### src/rtl/multicycle_control.sv
// Multicycle MIPS control FSM: Moore-decoded datapath strobes, retired-instruction counter, illegal-opcode trap.
// Optional MC_MEM_WAIT_EN adds a mem_ready handshake that stalls FETCH, MEMRD and MEMWR.
//
// state  | meaning
// IDLE   | halted, waiting for run
// FETCH  | read instruction, PC <= PC + 4
// DECODE | decode opcode, precompute branch target
// MEMADR | compute load/store address
// MEMRD  | data memory read
// MEMWB  | load writeback (final)
// MEMWR  | data memory write (final)
// EXEC   | R-type ALU operation
// ALUWB  | R-type writeback (final)
// BRANCH | beq compare and conditional PC update (final)
// JUMP   | PC <= jump target (final)
// ADDIEX | addi ALU operation
// ADDIWB | addi writeback (final)
// TRAP   | illegal opcode, absorbing until reset

module multicycle_control #(
  parameter int CNT_W = 32
) (
  input  logic             clk,
  input  logic             rst,
  input  logic             run,
  input  logic [5:0]       opcode,
`ifdef MC_MEM_WAIT_EN
  input  logic             mem_ready,
`endif
  output logic             pc_write,
  output logic             pc_write_cond,
  output logic             i_or_d,
  output logic             mem_read,
  output logic             mem_write,
  output logic             ir_write,
  output logic             mem_to_reg,
  output logic             reg_dst,
  output logic             reg_write,
  output logic             alu_src_a,
  output logic [1:0]       alu_src_b,
  output logic [1:0]       alu_op,
  output logic [1:0]       pc_source,
  output logic [3:0]       state,
  output logic [CNT_W-1:0] instr_count,
  output logic             illegal
);

  localparam logic [3:0] S_IDLE   = 4'd0;
  localparam logic [3:0] S_FETCH  = 4'd1;
  localparam logic [3:0] S_DECODE = 4'd2;
  localparam logic [3:0] S_MEMADR = 4'd3;
  localparam logic [3:0] S_MEMRD  = 4'd4;
  localparam logic [3:0] S_MEMWB  = 4'd5;
  localparam logic [3:0] S_MEMWR  = 4'd6;
  localparam logic [3:0] S_EXEC   = 4'd7;
  localparam logic [3:0] S_ALUWB  = 4'd8;
  localparam logic [3:0] S_BRANCH = 4'd9;
  localparam logic [3:0] S_JUMP   = 4'd10;
  localparam logic [3:0] S_ADDIEX = 4'd11;
  localparam logic [3:0] S_ADDIWB = 4'd12;
  localparam logic [3:0] S_TRAP   = 4'd15;

  localparam logic [5:0] OP_RTYPE = 6'b000000;
  localparam logic [5:0] OP_LW    = 6'b100011;
  localparam logic [5:0] OP_SW    = 6'b101011;
  localparam logic [5:0] OP_BEQ   = 6'b000100;
  localparam logic [5:0] OP_J     = 6'b000010;
  localparam logic [5:0] OP_ADDI  = 6'b001000;

  logic [3:0]       state_q;
  logic [3:0]       state_d;
  logic [CNT_W-1:0] count_q;
  logic             retire;
  logic             mem_ok;

`ifdef MC_MEM_WAIT_EN
  assign mem_ok = mem_ready;
`else
  assign mem_ok = 1'b1;
`endif

  always_comb begin
    state_d = state_q;
    retire  = 1'b0;
    case (state_q)
      S_IDLE: begin
        if (run) state_d = S_FETCH;
      end
      S_FETCH: begin
        if (mem_ok) state_d = S_DECODE;
      end
      S_DECODE: begin
        case (opcode)
          OP_RTYPE:     state_d = S_EXEC;
          OP_LW, OP_SW: state_d = S_MEMADR;
          OP_BEQ:       state_d = S_BRANCH;
          OP_J:         state_d = S_JUMP;
          OP_ADDI:      state_d = S_ADDIEX;
          default:      state_d = S_TRAP;
        endcase
      end
      S_MEMADR: state_d = (opcode == OP_LW) ? S_MEMRD : S_MEMWR;
      S_MEMRD: begin
        if (mem_ok) state_d = S_MEMWB;
      end
      // MEMWR is final but may stall; it only retires once the write is accepted
      S_MEMWR: begin
        if (mem_ok) begin
          retire  = 1'b1;
          state_d = run ? S_FETCH : S_IDLE;
        end
      end
      S_EXEC:   state_d = S_ALUWB;
      S_ADDIEX: state_d = S_ADDIWB;
      S_MEMWB, S_ALUWB, S_BRANCH, S_JUMP, S_ADDIWB: begin
        retire  = 1'b1;
        state_d = run ? S_FETCH : S_IDLE;
      end
      S_TRAP:  state_d = S_TRAP;
      default: state_d = S_TRAP;
    endcase
  end

  always_ff @(posedge clk or negedge rst) begin
    if (!rst) begin
      state_q <= S_IDLE;
      count_q <= '0;
    end else begin
      state_q <= state_d;
      if (retire) count_q <= count_q + CNT_W'(1);
    end
  end

  // Pure state decode: reset drives every strobe low immediately
  always_comb begin
    pc_write      = 1'b0;
    pc_write_cond = 1'b0;
    i_or_d        = 1'b0;
    mem_read      = 1'b0;
    mem_write     = 1'b0;
    ir_write      = 1'b0;
    mem_to_reg    = 1'b0;
    reg_dst       = 1'b0;
    reg_write     = 1'b0;
    alu_src_a     = 1'b0;
    alu_src_b     = 2'b00;
    alu_op        = 2'b00;
    pc_source     = 2'b00;
    illegal       = 1'b0;
    case (state_q)
      S_FETCH: begin
        mem_read  = 1'b1;
        ir_write  = 1'b1;
        pc_write  = 1'b1;
        alu_src_b = 2'b01;
      end
      S_DECODE: alu_src_b = 2'b11;
      S_MEMADR: begin
        alu_src_a = 1'b1;
        alu_src_b = 2'b10;
      end
      S_MEMRD: begin
        mem_read = 1'b1;
        i_or_d   = 1'b1;
      end
      S_MEMWB: begin
        reg_write  = 1'b1;
        mem_to_reg = 1'b1;
      end
      S_MEMWR: begin
        mem_write = 1'b1;
        i_or_d    = 1'b1;
      end
      S_EXEC: begin
        alu_src_a = 1'b1;
        alu_op    = 2'b10;
      end
      S_ALUWB: begin
        reg_write = 1'b1;
        reg_dst   = 1'b1;
      end
      S_BRANCH: begin
        alu_src_a     = 1'b1;
        alu_op        = 2'b01;
        pc_write_cond = 1'b1;
        pc_source     = 2'b01;
      end
      S_JUMP: begin
        pc_write  = 1'b1;
        pc_source = 2'b10;
      end
      S_ADDIEX: begin
        alu_src_a = 1'b1;
        alu_src_b = 2'b10;
      end
      S_ADDIWB: reg_write = 1'b1;
      S_TRAP:   illegal = 1'b1;
      default: ;
    endcase
  end

  assign state       = state_q;
  assign instr_count = count_q;

endmodule

### config.mk
export PLATFORM = sky130hd
export DESIGN_NAME = multicycle_control
export DESIGN_NICKNAME = d
export VERILOG_FILES = /design/src/rtl/multicycle_control.sv
export SDC_FILE = /design/constraint.sdc
export NUM_CORES = 1
export LEC_CHECK = 0
export CAP_MARGIN = 20
export CORE_MARGIN = 2
export CORE_UTILIZATION = 31
export CTS_BUF_LIST = sky130_fd_sc_hd__clkbuf_4 sky130_fd_sc_hd__clkbuf_8
export CTS_CLUSTER_DIAMETER = 40
export DETAILED_ROUTE_END_ITERATION = 6
export HOLD_SLACK_MARGIN = 0.06
export PLACE_DENSITY_LB_ADDON = 0.1
export SETUP_SLACK_MARGIN = 0.5
export SYNTH_ARGS = -nofsm -noshare
export SYNTH_HDL_FRONTEND = slang
export SYNTH_SLANG_ARGS = --single-unit
### constraint.sdc
create_clock -name clk -period 1.81 [get_ports clk]
set_clock_uncertainty 0.05 [all_clocks]
set_input_delay 0.181 -clock clk [delete_from_list [all_inputs] [get_ports clk]]
set_output_delay 0.181 -clock clk [all_outputs]
set_load 0.02 [all_outputs]
==> results.toml <==
[run_status]
status = "finished clean"

[critical_path]
critPathMaxFanout = 5
r2r_start = "state[1]"
crit_arrival_ns = 1.91
max_stage_delay_ns = 0.47
crit_path_start = "state[1]"
crit_slowest_cell = "dfrtp_2"
r2r_slack_ns = 0.07
startpoint_type = "flop"
critPathRequiredTime_ns = 1.98
crit_type = "flop to flop"
cp-endpoint = "instr_count[31]"
path_cells = "o211ai_4, nand4_4, or3_4, nor3_2, xor2_1"
reg2reg_depth = 5
r2r_end = "instr_count[31]"
critPathCaptureType = "flop"

[logic_synthesis]
synth.largest_area_cell = "dfrtp_1"
synth_enable_flop_cells = 0
yosysWarnings = 0
synth_top_area_share_pct = 45.5
yosysSeqAreaShare_pct = 45.5
synth_commonest_cells = "dfrtp_1 (36), xnor2_1 (25), nand2_1 (23)"
synth_flop_cell = "dfrtp_1"
syn_avg_cell_area_um2 = 10.0
netlist_area_um2 = 1980
synthesis.nets = 208
postSynthCellCount = 198
synth_area_leaders = "dfrtp_1 (45%), xnor2_1 (11%), nand2_1 (4.4%)"
synth.most_common_cell = "dfrtp_1"
synth_seq_cells = 36
async_flop_share_pct = 100
synth_cell_types = 42

[min_path]
hold_path_class = "input port to asynchronous set/reset pin"

[drt]
ant_nets = 0
viasPerCell = 4.85
wl_per_cell_um = 14.2
totalWireLength_um = 5710
drc_errors = 0
vias = 1943
dr.first_iter.drc_count = 55
first_pass_iters = 4

[die]
core_region_area_um2 = 6280
die_w_um = 84.0
pin_count = 62
die_h_um = 84.0
num_rows = 29
die-area_um2 = 7050
start_util_pct = 31.6

[timing]
relSlewSlack_pct = 68.9
max_freq_mhz = 574
finalHoldViolations = 0
setup_viol = 0
fin_crit_sh_pct = 96.3
layout_setup_ws_ns = 0.0674
period_needed_ns = 1.74
final_max_slew_viol_count = 0
rsz0062_at_grt = "yes"
tightest_slew_ns = 0.466

[layout]
seqCellArea_um2 = 916
final_nets = 333
nFillCells = 538
final_area_um2 = 3770
diodes = 0
multi_input_area_um2 = 1490
drive_gt1_share_pct = 63.0
syn2layout_area_growth_pct = 90.3

[pwr]
p_per_area_nw_per_um2 = 387
power.total_mw = 1.46
leakage_nw = 1.75
peakVddDrop_mv = 0.231

[cts]
clockBufferDepth = 2
htreeDepth = 2
clk_transition_reported_paths_ns = 0.08
numCtsBuffers = 5
cts_tree = "yes"
cts-root-buf = "clkbuf_8"
cts.sink_count = 36
clk_latency_ns = 0.29

[placement]
placement.io_buffers = 61
dp_hpwl_um = 3750
gp_congestion = 0.762
place_area_um2 = 3090
pre_cts_slack_ns = -0.0657

[global_routing]
grt_max_degree = 37
grt_pass1_wl_um = 9170
grt_pass1_vias = 1936
grt_usage_pct = 16.0
overflow = 0
antenna_found_initial = 0

[run]
maxCapViolCount = 0
## routing by layer
| metal | up-vias | global-route usage, % | wire [um] |
|---|---|---|---|
| li1 | 959 | - | - |
| met1 | 929 | 20.5 | 2490 |
| met2 | 43 | 27.0 | 2880 |
| met3 | 12 | 4.15 | 226 |
| met4 | 0 | 4.25 | 116 |
| met5 | - | 0 | 0 |
## state kept, by name, indices dropped and copies added (netlist names)
name and count:
state 4, instr_count 32
## worst min-delay path by stage
stage                    startpoint         endpoint  slack (ns)  cells after the start
CTS                             rst   instr_count[7]        0.27                      2
global route                    rst   instr_count[9]        0.29                      2
global placement    instr_count[31]  instr_count[31]        0.43                      1
floorplan                       rst   instr_count[0]       -0.16                      0
finish                          rst   instr_count[9]        0.25                      2
detailed placement  instr_count[31]  instr_count[31]        0.42                      1
## what timing repair did
action | CTS | global route
setup endpoints to repair | 89 | 76
buffers inserted | 16 | 7
hold buffers | 0 | 0
pin swaps | 28 | 19
gates resized for setup | 223 | 95
## power by group
group	total, mW	switching [mW]	leakage, nW	internal (mW)
Combinational	0.0569	0.0300	1.23	0.0269
Clock	0.601	0.297	0.0510	0.304
Sequential	0.804	0	0.468	0.804
Total	1.46	0.327	1.75	1.13
## critical path: cells and delay by family, from the launching register on
| family | cells | cell delay [ns] |
|---|---|---|
| AND/OR/NAND/NOR | 3 | 0.78 |
| flip-flops | 1 | 0.47 |
| XOR/XNOR | 1 | 0.15 |
| AO/OA/AOI/OAI | 1 | 0.21 |
## metrics by stage
| step | util [%] | cells | setup TNS [ns] | hold WS, ns |
|---|---|---|---|---|
| after global routing | 60.1 | 401 | -0.105 | 0.286 |
| after CTS | 55.0 | 394 | 0 | 0.268 |
| after floorplan | - | 198 | 0 | -0.165 |
| final | 60.1 | 401 | 0 | 0.249 |
| after detailed placement | 49.2 | 370 | -0.0957 | 0.424 |
| after global placement | 49.2 | 370 | -0.00226 | 0.425 |
## cells by family (layout without fill, tap and decap cells)
kind of cell / after synthesis / after routing / share of synthesized area (%)
compound gates: 23 / 23 / 8.59
xor+xnor: 32 / 32 / 14.1
fa+ha+maj: 1 / 1 / 0.631
buf+inv: 11 / 137 / 2.97
flops: 36 / 36 / 45.5
mux: 1 / 1 / 0.568
simple gates: 94 / 94 / 27.7
## layout by cell type (no fill, tap or decap), types with 3 or more instances in the layout
cell / instances
and3_1: 4
and4_1: 3
buf_2: 8
buf_4: 36
buf_6: 45
buf_8: 4
clkbuf_2: 9
clkbuf_8: 6
clkdlybuf4s15_1: 4
clkdlybuf4s15_2: 3
clkdlybuf4s50_1: 8
dfrtp_1: 24
dfrtp_2: 12
dlygate4sd2_1: 8
inv_1: 3
nand2_1: 12
nand2_2: 9
nand2b_4: 4
nand3_1: 5
nand3_2: 6
nand3_4: 3
nand4_1: 7
nor2_1: 3
nor2_4: 11
nor3_2: 3
xnor2_1: 16
xnor2_2: 8
xor2_1: 7
## area by class of cell
class | instances | share of cell area (%)
Multi-Input combinational cell | 151 | 39.5
Timing Repair Buffer | 126 | 30.9
Sequential cell | 36 | 24.3
Tap cell | 77 | 2.55
Clock buffer | 6 | 2.19
Inverter | 3 | 0.299
Clock inverter | 2 | 0.265
(Power assumes the default switching activity.)
